--- src/rtl/scratchmem_master.sv ---
// scratchmem_master: bus master in front of the 128-bit scratch memory.
// Queues CPU load/store requests in a DEPTH-entry FIFO and issues them one
// at a time as classic single bus cycles (cti=000). Captures read data on
// ack, returns a tagged one-cycle response, drains trailing acks for DRAIN
// cycles after every bus cycle, and aborts cycles unacked for TIMEOUT cycles.
//
// Ports:
//   clk_i, rst_i                  clock, async active-high reset
//   req_valid_i / req_ready_o     request handshake (ready = FIFO not full)
//   req_we/sel/adr/dat/tid_i      request payload
//   cs_o, cyc_o, stb_o, cti_o     bus strobes (all equal), cycle type (000)
//   we/sel/adr/dat/tid_o          registered bus fields, stable while strobed
//   ack_i, dat_i                  memory acknowledge and read data
//   resp_valid/we/err/tid/dat_o   one-cycle response pulse and payload
//
// DEPTH must be a power of two in 2..16; DRAIN and TIMEOUT must be >= 1.
module scratchmem_master #(
    parameter int unsigned DEPTH   = 4,
    parameter int unsigned DRAIN   = 3,
    parameter int unsigned TIMEOUT = 32
) (
    input  logic         clk_i,
    input  logic         rst_i,

    input  logic         req_valid_i,
    output logic         req_ready_o,
    input  logic         req_we_i,
    input  logic [15:0]  req_sel_i,
    input  logic [17:0]  req_adr_i,
    input  logic [127:0] req_dat_i,
    input  logic [7:0]   req_tid_i,

    output logic         cs_o,
    output logic         cyc_o,
    output logic         stb_o,
    output logic [2:0]   cti_o,
    output logic         we_o,
    output logic [15:0]  sel_o,
    output logic [17:0]  adr_o,
    output logic [127:0] dat_o,
    output logic [7:0]   tid_o,
    input  logic         ack_i,
    input  logic [127:0] dat_i,

    output logic         resp_valid_o,
    output logic         resp_we_o,
    output logic         resp_err_o,
    output logic [7:0]   resp_tid_o,
    output logic [127:0] resp_dat_o
);

    localparam int unsigned SEL_W = 16;
    localparam int unsigned ADR_W = 18;
    localparam int unsigned DAT_W = 128;
    localparam int unsigned TID_W = 8;
    localparam int unsigned AW    = (DEPTH > 1) ? $clog2(DEPTH) : 1;
    localparam int unsigned CW    = $clog2(DEPTH + 1);
    localparam int unsigned TW    = (TIMEOUT > 1) ? $clog2(TIMEOUT) : 1;
    localparam int unsigned DW    = (DRAIN > 1) ? $clog2(DRAIN) : 1;

    typedef struct packed {
        logic             we;
        logic [SEL_W-1:0] sel;
        logic [ADR_W-1:0] adr;
        logic [DAT_W-1:0] dat;
        logic [TID_W-1:0] tid;
    } req_t;

    typedef enum logic [1:0] {
        S_IDLE,
        S_BUS,
        S_DRAIN
    } state_t;

    state_t         state;
    req_t           fifo_mem [DEPTH];
    req_t           head;
    logic [AW-1:0]  wr_ptr;
    logic [AW-1:0]  rd_ptr;
    logic [CW-1:0]  count;
    logic           push;
    logic           pop;
    logic           bus_act;
    logic           resp_pend;
    logic [TW-1:0]  tmo_cnt;
    logic [DW-1:0]  drn_cnt;

    // Request handshake; ready ignores a pop happening in the same cycle.
    assign req_ready_o = (count != CW'(DEPTH));
    assign push        = req_valid_i & req_ready_o;
    assign pop         = (state == S_IDLE) && (count != '0);
    assign head        = fifo_mem[rd_ptr];

    assign cs_o  = bus_act;
    assign cyc_o = bus_act;
    assign stb_o = bus_act;
    assign cti_o = 3'b000;

    // FIFO storage; contents need no reset since count gates every read.
    always_ff @(posedge clk_i) begin
        if (push) begin
            fifo_mem[wr_ptr] <= {req_we_i, req_sel_i, req_adr_i, req_dat_i, req_tid_i};
        end
    end

    // FIFO pointers and occupancy; power-of-two depth lets pointers wrap naturally.
    always_ff @(posedge clk_i or posedge rst_i) begin
        if (rst_i) begin
            wr_ptr <= '0;
            rd_ptr <= '0;
            count  <= '0;
        end else begin
            if (push) wr_ptr <= wr_ptr + AW'(1);
            if (pop)  rd_ptr <= rd_ptr + AW'(1);
            case ({push, pop})
                2'b10:   count <= count + CW'(1);
                2'b01:   count <= count - CW'(1);
                default: count <= count;
            endcase
        end
    end

    // Bus sequencer: IDLE -> BUS (until ack or timeout) -> DRAIN -> IDLE.
    // Response fields are loaded at the BUS exit edge, valid pulses one edge later.
    always_ff @(posedge clk_i or posedge rst_i) begin
        if (rst_i) begin
            state        <= S_IDLE;
            bus_act      <= 1'b0;
            we_o         <= 1'b0;
            sel_o        <= '0;
            adr_o        <= '0;
            dat_o        <= '0;
            tid_o        <= '0;
            tmo_cnt      <= '0;
            drn_cnt      <= '0;
            resp_pend    <= 1'b0;
            resp_valid_o <= 1'b0;
            resp_we_o    <= 1'b0;
            resp_err_o   <= 1'b0;
            resp_tid_o   <= '0;
            resp_dat_o   <= '0;
        end else begin
            resp_valid_o <= resp_pend;
            resp_pend    <= 1'b0;
            case (state)
                S_IDLE: begin
                    if (pop) begin
                        we_o    <= head.we;
                        sel_o   <= head.sel;
                        adr_o   <= head.adr;
                        dat_o   <= head.dat;
                        tid_o   <= head.tid;
                        bus_act <= 1'b1;
                        tmo_cnt <= '0;
                        state   <= S_BUS;
                    end
                end
                S_BUS: begin
                    if (ack_i) begin
                        bus_act    <= 1'b0;
                        resp_pend  <= 1'b1;
                        resp_we_o  <= we_o;
                        resp_tid_o <= tid_o;
                        resp_err_o <= 1'b0;
                        resp_dat_o <= we_o ? '0 : dat_i;
                        drn_cnt    <= '0;
                        state      <= S_DRAIN;
                    end else if (tmo_cnt == TW'(TIMEOUT - 1)) begin
                        bus_act    <= 1'b0;
                        resp_pend  <= 1'b1;
                        resp_we_o  <= we_o;
                        resp_tid_o <= tid_o;
                        resp_err_o <= 1'b1;
                        resp_dat_o <= '0;
                        drn_cnt    <= '0;
                        state      <= S_DRAIN;
                    end else begin
                        tmo_cnt <= tmo_cnt + TW'(1);
                    end
                end
                S_DRAIN: begin
                    // Trailing acks from the memory land here and are ignored.
                    if (drn_cnt == DW'(DRAIN - 1)) begin
                        state <= S_IDLE;
                    end else begin
                        drn_cnt <= drn_cnt + DW'(1);
                    end
                end
                default: state <= S_IDLE;
            endcase
        end
    end

endmodule

--- config.mk ---
export PLATFORM = sky130hd
export DESIGN_NAME = scratchmem_master
export DESIGN_NICKNAME = d
export VERILOG_FILES = /design/src/rtl/scratchmem_master.sv
export SDC_FILE = /design/constraint.sdc
export NUM_CORES = 1
export LEC_CHECK = 0
export ABC_AREA = 1
export BUFFER_PORTS_ARGS = -buffer_cell sky130_fd_sc_hd__buf_2
export CAP_MARGIN = 5
export CORE_MARGIN = 10
export CORE_UTILIZATION = 35
export DETAILED_ROUTE_END_ITERATION = 12
export MAX_ROUTING_LAYER = met4
export PLACE_DENSITY = 0.62
export SYNTH_ARGS = -nofsm -noshare
export SYNTH_HDL_FRONTEND = slang
export SYNTH_SLANG_ARGS = --single-unit
--- constraint.sdc ---
create_clock -name clk_i -period 10.2 [get_ports clk_i]
set_input_delay 1.53 -clock clk_i [delete_from_list [all_inputs] [get_ports clk_i]]
set_output_delay 1.53 -clock clk_i [all_outputs]
set_load 0.03 [all_outputs]
==> impl_metrics.py, run 1 <==
metrics = {
    "run_status": {
        "run_status": "finished, final reports clean",
    },
    "setup_path": {
        "cp-end-kind": "flop",
        "cp_cell_sequence": "nor2_1 -> nand2_4 -> inv_6 -> buf_4 -> buf_4 -> nand2_1 -> nand2_1",
        "reg2reg_from": "state[0]",
        "crit_path_arrival_time_ns": 4.53,
        "cp_num_buf_inv": 3,
        "worst-endpoint-required_ns": 10.81,
        "worst_setup_path_startpoint": "state[0]",
        "worstPathMaxFanout": 64,
        "crit_path_start_kind": "flop",
        "critical_path.max_stage_delay_ns": 0.78,
        "critical_path.top_delay_family": "buffers and inverters",
        "timing.critical_path.slowest_stage_cell": "buf_4",
        "setup.worst_path.class": "reg2reg",
    },
    "clock_tree": {
        "post_cts_repair_setup_buffers": 0,
        "postCtsResizedCells": 0,
        "clkSinkCount": 1012,
        "clkLatencyLatePin_ns": 0.70,
        "ctsHoldBuffers": 0,
        "h-tree-depth": 3,
        "cts_inserted_buffers": 109,
        "clock_path_buffers": 3,
        "ctsRootBufferMaster": "clkbuf_16",
        "clk_pin_slew_ns": 0.06,
        "cts_tree": "built",
    },
    "die": {
        "placementRows": 126,
        "initial_utilization_pct": 35.2,
        "number_of_top_level_design_ports": 620,
        "die-area_um2": 132000,
        "fp.dieH_um": 364,
        "fp.dieW_um": 364,
        "total_core_area_um2": 118000,
    },
    "yosys": {
        "synth_cells": 4116,
        "synth-seq-area-share_pct": 69.4,
        "synthDominantCellAreaShare_pct": 49.6,
        "ff_latch_count_synth": 1012,
        "netlist_top_cells_area": "edfxtp_1, dfrtp_1, nand2_1",
        "ys_warn_count": 0,
        "post_synth_most_frequent_cells": "nand2_1, inv_1, edfxtp_1",
        "syn_area_per_cell_um2": 10.1,
        "synth.distinct_cells": 28,
        "syn_area_um2": 41400,
        "synth_top_flop_cell": "edfxtp_1",
        "synth-async-reset-ratio_pct": 32.4,
        "synth_most_common_cell": "nand2_1",
        "yosysTopAreaCell": "edfxtp_1",
        "number_of_synthesized_flops_with_an_enable_pin": 684,
    },
    "final_layout": {
        "drive_above_1_share_pct": 17.6,
        "synthToLayoutAreaGrowth_pct": 19.5,
        "layout.cell_area.non_filler_um2": 49500,
        "design.final.nets": 4996,
        "layout.filler_cells": 11200,
        "layout.cells.non_filler": 6350,
    },
    "global_route": {
        "pin_count_of_the_biggest_net_entering_global_routing": 128,
        "grt_first_pass_wirelength_mm": 168,
        "grt_pass1_vias": 28300,
        "grt.met2_usage_pct": 28.4,
        "gr-usage-met1_pct": 19.8,
        "grt_overflow_total": 0,
        "grt_util_all_layers_pct": 16.8,
        "grt_util_met3_pct": 3.50,
        "most_congested_layer_reported_by_global_routing": "met2",
        "antenna_found_initial": 37,
    },
    "drt": {
        "dr_total_vias": 28500,
        "drtPass1Iterations": 5,
        "wl_mm": 111,
        "route.detailed.vias_per_inst": 4.49,
        "first_iter_violations": 1882,
        "route.detailed.drc": 0,
        "post_drt_wl_per_cell_um": 17.5,
        "antenna_left": 0,
    },
    "pwr": {
        "p_per_area_nw_per_um2": 322,
        "total_leakage_power_nw": 24.5,
        "peakVddDrop_v": 0.000188,
    },
    "placed_design": {
        "detailed_place_hpwl_mm": 68.7,
        "gp_congestion": 0.887,
        "post-place-cells": 6109,
        "dpl-instance-area_um2": 45800,
        "placement.io_buffers": 616,
    },
    "timing": {
        "finClkSkew_ns": 0.0424,
        "slew-limit-headroom_pct": 22.2,
        "fmaxAchievable_mhz": 255,
        "actual_transition_at_the_worst_max_transition_pin_ns": 1.17,
        "timing.final.hold_violations": 0,
        "maxSlewViolCount": 0,
        "final_setup_violation_count": 0,
        "final.min_clock_period_ns": 3.92,
        "min_period_over_period_pct": 38.5,
        "unrepaired_setup_endpoints_after_global_routing": "no",
        "fin_tns_setup_ns": 0,
    },
    "min_path": {
        "worst_hold_startpoint": "resp_pend",
        "min_path_type": "reg2reg",
    },
    "flow_run": {
        "timing.max_cap.violations": 0,
    },
}
-- final timing paths --
check                                  end  slack, ns  depth (start not counted)
max in group asynchronous         adr_o[1]       7.23                          4
setup reg to reg                 dat_o[58]       6.28                          7
hold reg to reg               resp_valid_o       0.36                          0
min in group asynchronous  resp_dat_o[120]       0.83                          2
setup / recovery                 dat_o[58]       6.28                          7
hold / removal                resp_valid_o       0.36                          0
-- cells in the final DEF (no fill, tap or decap), types with 4 or more instances in the layout --
master / instances
buf_4: 33
clkinv_2: 23
nor2_1: 5
nand2_1: 1679
inv_1: 701
clkbuf_8: 14
clkinvlp_4: 4
clkbuf_1: 32
clkinv_1: 8
bufinv_16: 7
o21ai_0: 4
clkbuf_16: 111
diode_2: 33
buf_2: 616
inv_6: 7
ha_1: 8
nand3_1: 480
dfrtp_1: 326
edfxtp_1: 684
nor2_4: 6
-- per-layer routing --
metal  up-vias  part of all wire [%]
li1      14000                     -
met1     13500                    41
met2       783                    50
met3       180                   6.4
met4         0                   2.9
met5         -                     0
-- layout make-up --
type                            count  area (µm²)  area share, %
Inverter                          709        2680           5.42
Sequential cell                  1012       28800           58.1
Tap cell                         1536        1920           3.88
Timing Repair Buffer              652        3390           6.85
Clock inverter                     51         510           1.03
Multi-Input combinational cell   2200        9050           18.3
Clock buffer                      157        3090           6.25
Antenna cell                       33        82.6          0.167
-- power by group --
part,internal (mW),switching [mW],total [mW]
clock network,2.29,1.63,3.92
logic,1.49,4.35,5.84
registers,5.61,0.557,6.17
total,9.39,6.54,15.9
-- kinds of logic after synthesis --
logic type | after synthesis | share of synthesized area (%)
and+or+nand+nor | 2177 | 21.2
adders and majority gates | 9 | 0.290
buffers and inverters | 906 | 8.88
other | 1 | 0.00905
AOI/OAI and AO/OA | 6 | 0.0725
xor gates and xnor gates | 5 | 0.106
DFF | 1012 | 69.4
-- stage by stage --
step,hold WS [ns],setup WS [ns],util [%],power (mW)
floorplan,0.331,0.687,-,10.4
global placement,0.338,6.05,38.9,12.1
detailed placement,0.345,6.01,38.9,12.2
CTS,0.360,5.99,41.9,16.2
global route,0.380,5.87,42.0,17.0
finish,0.359,6.28,42.0,15.9
-- worst register-to-register path: cells and delay by family (launching register included) --
| family | cells | cell delay [ns] |
|---|---|---|
| DFF | 1 | 0.41 |
| buffers and inverters | 3 | 2.15 |
| and+or+nand+nor | 4 | 1.29 |
-- sequential cells by signal (all words and copies together), names as in the netlist, 2 cells and up --
register	flops
fifo_mem	684
dat_o	128
resp_dat_o	128
adr_o	18
sel_o	16
resp_tid_o	8
tid_o	8
tmo_cnt	5
count	3
drn_cnt	2
rd_ptr	2
state	2
wr_ptr	2
(Power assumes the default switching activity.)
==> run 2, diff against run 1 <==
--- a/config.mk
+++ b/config.mk
@@ -12,7 +12,7 @@
 export CORE_UTILIZATION = 35
 export DETAILED_ROUTE_END_ITERATION = 12
 export MAX_ROUTING_LAYER = met4
-export PLACE_DENSITY = 0.62
+export PLACE_DENSITY = 0.6
 export SYNTH_ARGS = -nofsm -noshare
 export SYNTH_HDL_FRONTEND = slang
 export SYNTH_SLANG_ARGS = --single-unit
==> constraint.sdc (replaced) <==
create_clock -name clk_i -period 3.8 [get_ports clk_i]
set_input_delay 0.57 -clock clk_i [delete_from_list [all_inputs] [get_ports clk_i]]
set_output_delay 0.57 -clock clk_i [all_outputs]
set_load 0.03 [all_outputs]
==> impl_metrics.py, run 2 (same netlist as run 1, synthesis figures left out) <==
metrics = {
    "pwr": {
        "power.switching_mw": 17.6,
        "power_switching_share_pct": 40.7,
        "pwr-share-seq_pct": 37.9,
        "power.share.clock_pct": 24.8,
        "internal_power_mw": 25.6,
        "pwr-share-comb_pct": 37.3,
        "p_per_area_nw_per_um2": 865,
        "peakVddDrop_v": 0.000487,
        "total_leakage_power_nw": 24.7,
    },
    "clock_tree": {
        "clkLatencyLatePin_ns": 0.70,
        "post_cts_repair_setup_buffers": 0,
        "clock_path_buffers": 3,
        "ctsHoldBuffers": 1,
        "ctsRootBufferMaster": "clkbuf_16",
        "clkSinkCount": 1012,
        "cts_tree": "built",
        "h-tree-depth": 3,
        "postCtsResizedCells": 0,
        "clk_pin_slew_ns": 0.06,
        "cts_inserted_buffers": 106,
    },
    "die": {
        "placementRows": 126,
        "fp.dieW_um": 364,
        "fp.dieH_um": 364,
        "total_core_area_um2": 118000,
        "initial_utilization_pct": 35.2,
        "number_of_top_level_design_ports": 620,
        "die-area_um2": 132000,
    },
    "setup_path": {
        "crit_path_start_kind": "flop",
        "cp_cell_sequence": "nor2_1 -> nand2_1 -> nand2_4 -> buf_4 -> buf_4 -> nand2_1 -> nand2_1",
        "critical_path.max_stage_delay_ns": 0.73,
        "depth_of_the_most_critical_reg_to_reg_path": 7,
        "timing.critical_path.slowest_stage_cell": "buf_4",
        "rr_endpoint": "dat_o[125]",
        "timing.critical_path.mode_cell": "nand2_1",
        "crit_path_arrival_time_ns": 3.21,
        "reg2reg_setup_slack_ns": 1.20,
        "worstPathMaxFanout": 71,
        "setup.worst_path.class": "reg2reg",
        "cp-end-kind": "flop",
        "worst-endpoint-required_ns": 4.42,
        "reg2reg_from": "count[0]",
    },
    "drt": {
        "first_iter_violations": 1752,
        "drtPass1Iterations": 7,
        "wl_mm": 110,
        "post_drt_wl_per_cell_um": 17.3,
        "dr_total_vias": 28600,
        "route.detailed.drc": 0,
        "route.detailed.vias_per_inst": 4.49,
        "antenna_left": 0,
    },
    "final_layout": {
        "design.final.nets": 5018,
        "most_flops_register": "fifo_mem",
        "largest_register_ff_count": 684,
        "most_frequent_standard_cell_in_the_layout_excluding_fill_and_tap_cells": "nand2_1",
        "final_cell_mix": "nand2_1, inv_1, edfxtp_1, buf_2, nand3_1",
        "drive_above_1_share_pct": 18.1,
        "reg.largest.list": "fifo_mem: 684 flops, dat_o: 128 flops, resp_dat_o: 128 flops",
        "layout.cells.non_filler": 6363,
        "synthToLayoutAreaGrowth_pct": 20.8,
    },
    "global_route": {
        "pin_count_of_the_biggest_net_entering_global_routing": 157,
        "antenna_found_initial": 31,
        "gr-usage-met1_pct": 19.0,
        "grt_pass1_vias": 27900,
        "grt_util_all_layers_pct": 16.7,
        "grt_overflow_total": 0,
        "most_congested_layer_reported_by_global_routing": "met2",
        "grt_util_met3_pct": 3.54,
        "grt.met2_usage_pct": 29.0,
        "grt_first_pass_wirelength_mm": 167,
    },
    "timing": {
        "actual_transition_at_the_worst_max_transition_pin_ns": 1.01,
        "timing.final.hold_violations": 0,
        "setup_slack_ns": 1.20,
        "maxSlewViolCount": 0,
        "fmaxAchievable_mhz": 385,
        "slew-limit-headroom_pct": 32.4,
        "finClkSkew_ns": 0.0368,
        "unrepaired_setup_endpoints_after_global_routing": "no",
        "final_setup_violation_count": 0,
        "min_period_over_period_pct": 68.4,
        "final.min_clock_period_ns": 2.60,
        "final.hold.worst_slack_ns": 0.0799,
        "fin_tns_setup_ns": 0,
    },
    "placed_design": {
        "post-place-cells": 6133,
        "gp_congestion": 0.898,
        "placement.io_buffers": 616,
        "post-place-ws_ns": 1.21,
        "detailed_place_hpwl_mm": 70.3,
    },
    "run_status": {
        "run_status": "finished, final reports clean",
    },
    "min_path": {
        "whs_path_depth": 1,
        "worst_hold_startpoint": "req_dat_i[79]",
        "min_delay_worst_endpoint": "fifo_mem[3][87]",
        "min_path_type": "in2reg",
    },
    "flow_run": {
        "timing.max_cap.violations": 0,
    },
}
run 2: changes by cell type in the layout (fill, tap and decap cells not counted), moves of 4 or more:
cell / previous run / this run
buf_12: 3 / 26
diode_2: 33 / 27
bufinv_16: 7 / 12
clkbuf_1: 32 / 17
clkinv_1: 8 / 12
clkinvlp_4: 4 / 9
run 2: per-stage QoR:
stage / power [mW] / area (µm²) / utilization, %
2_1_floorplan: 27.6 / 41500 / -
4_1_cts: 44.0 / 50000 / 42.4
3_5_place_dp: 33.1 / 46300 / 39.3
6_report: 43.3 / 50000 / 42.5
5_1_grt: 46.2 / 50000 / 42.5
3_3_place_gp: 32.8 / 46300 / 39.3
run 2: worst max-delay path, delay by kind of cell, from the launching register on:
kind / cells / cell delay (ns)
buffers and inverters: 2 / 1.41
and+or+nand+nor: 5 / 0.60
DFF: 1 / 0.41
run 2: layout make-up:
cell class | instances | area [µm²]
fillers | 11200 | 67700
flip-flops and latches | 1012 | 28800
multi-input cells | 2200 | 9060
repair buffers | 677 | 3870
clock buffers | 137 | 2940
inverters | 709 | 2680
well taps | 1536 | 1920
clock inverters | 65 | 729
diodes | 27 | 67.6
run 2: power groups by stage:
| stage | logic (mW) | registers [mW] | clock network (mW) |
|---|---|---|---|
| detailed placement | 16.5 | 16.6 | 0 |
| global placement | 16.3 | 16.6 | 0 |
| CTS | 16.5 | 16.4 | 11.0 |
| finish | 16.1 | 16.4 | 10.7 |
| floorplan | 8.29 | 19.3 | 0 |
| global route | 18.0 | 16.7 | 11.5 |
run 2: how the worst max path moves through the flow:
stage / from / to / cells after the start
after floorplan: rst_i / adr_o[0] / 1
after global placement: count[0] / tmo_cnt[3] / 7
after detailed placement: count[0] / dat_o[15] / 7
after CTS: count[0] / dat_o[15] / 7
after global routing: count[0] / dat_o[125] / 7
final: count[0] / dat_o[125] / 7
run 2: layer usage:
metal / part of all wire, % / vias up
li1: - / 14000
met2: 51 / 728
met3: 6.1 / 171
met1: 41 / 13700
met5: 0 / -
met4: 2.6 / 0
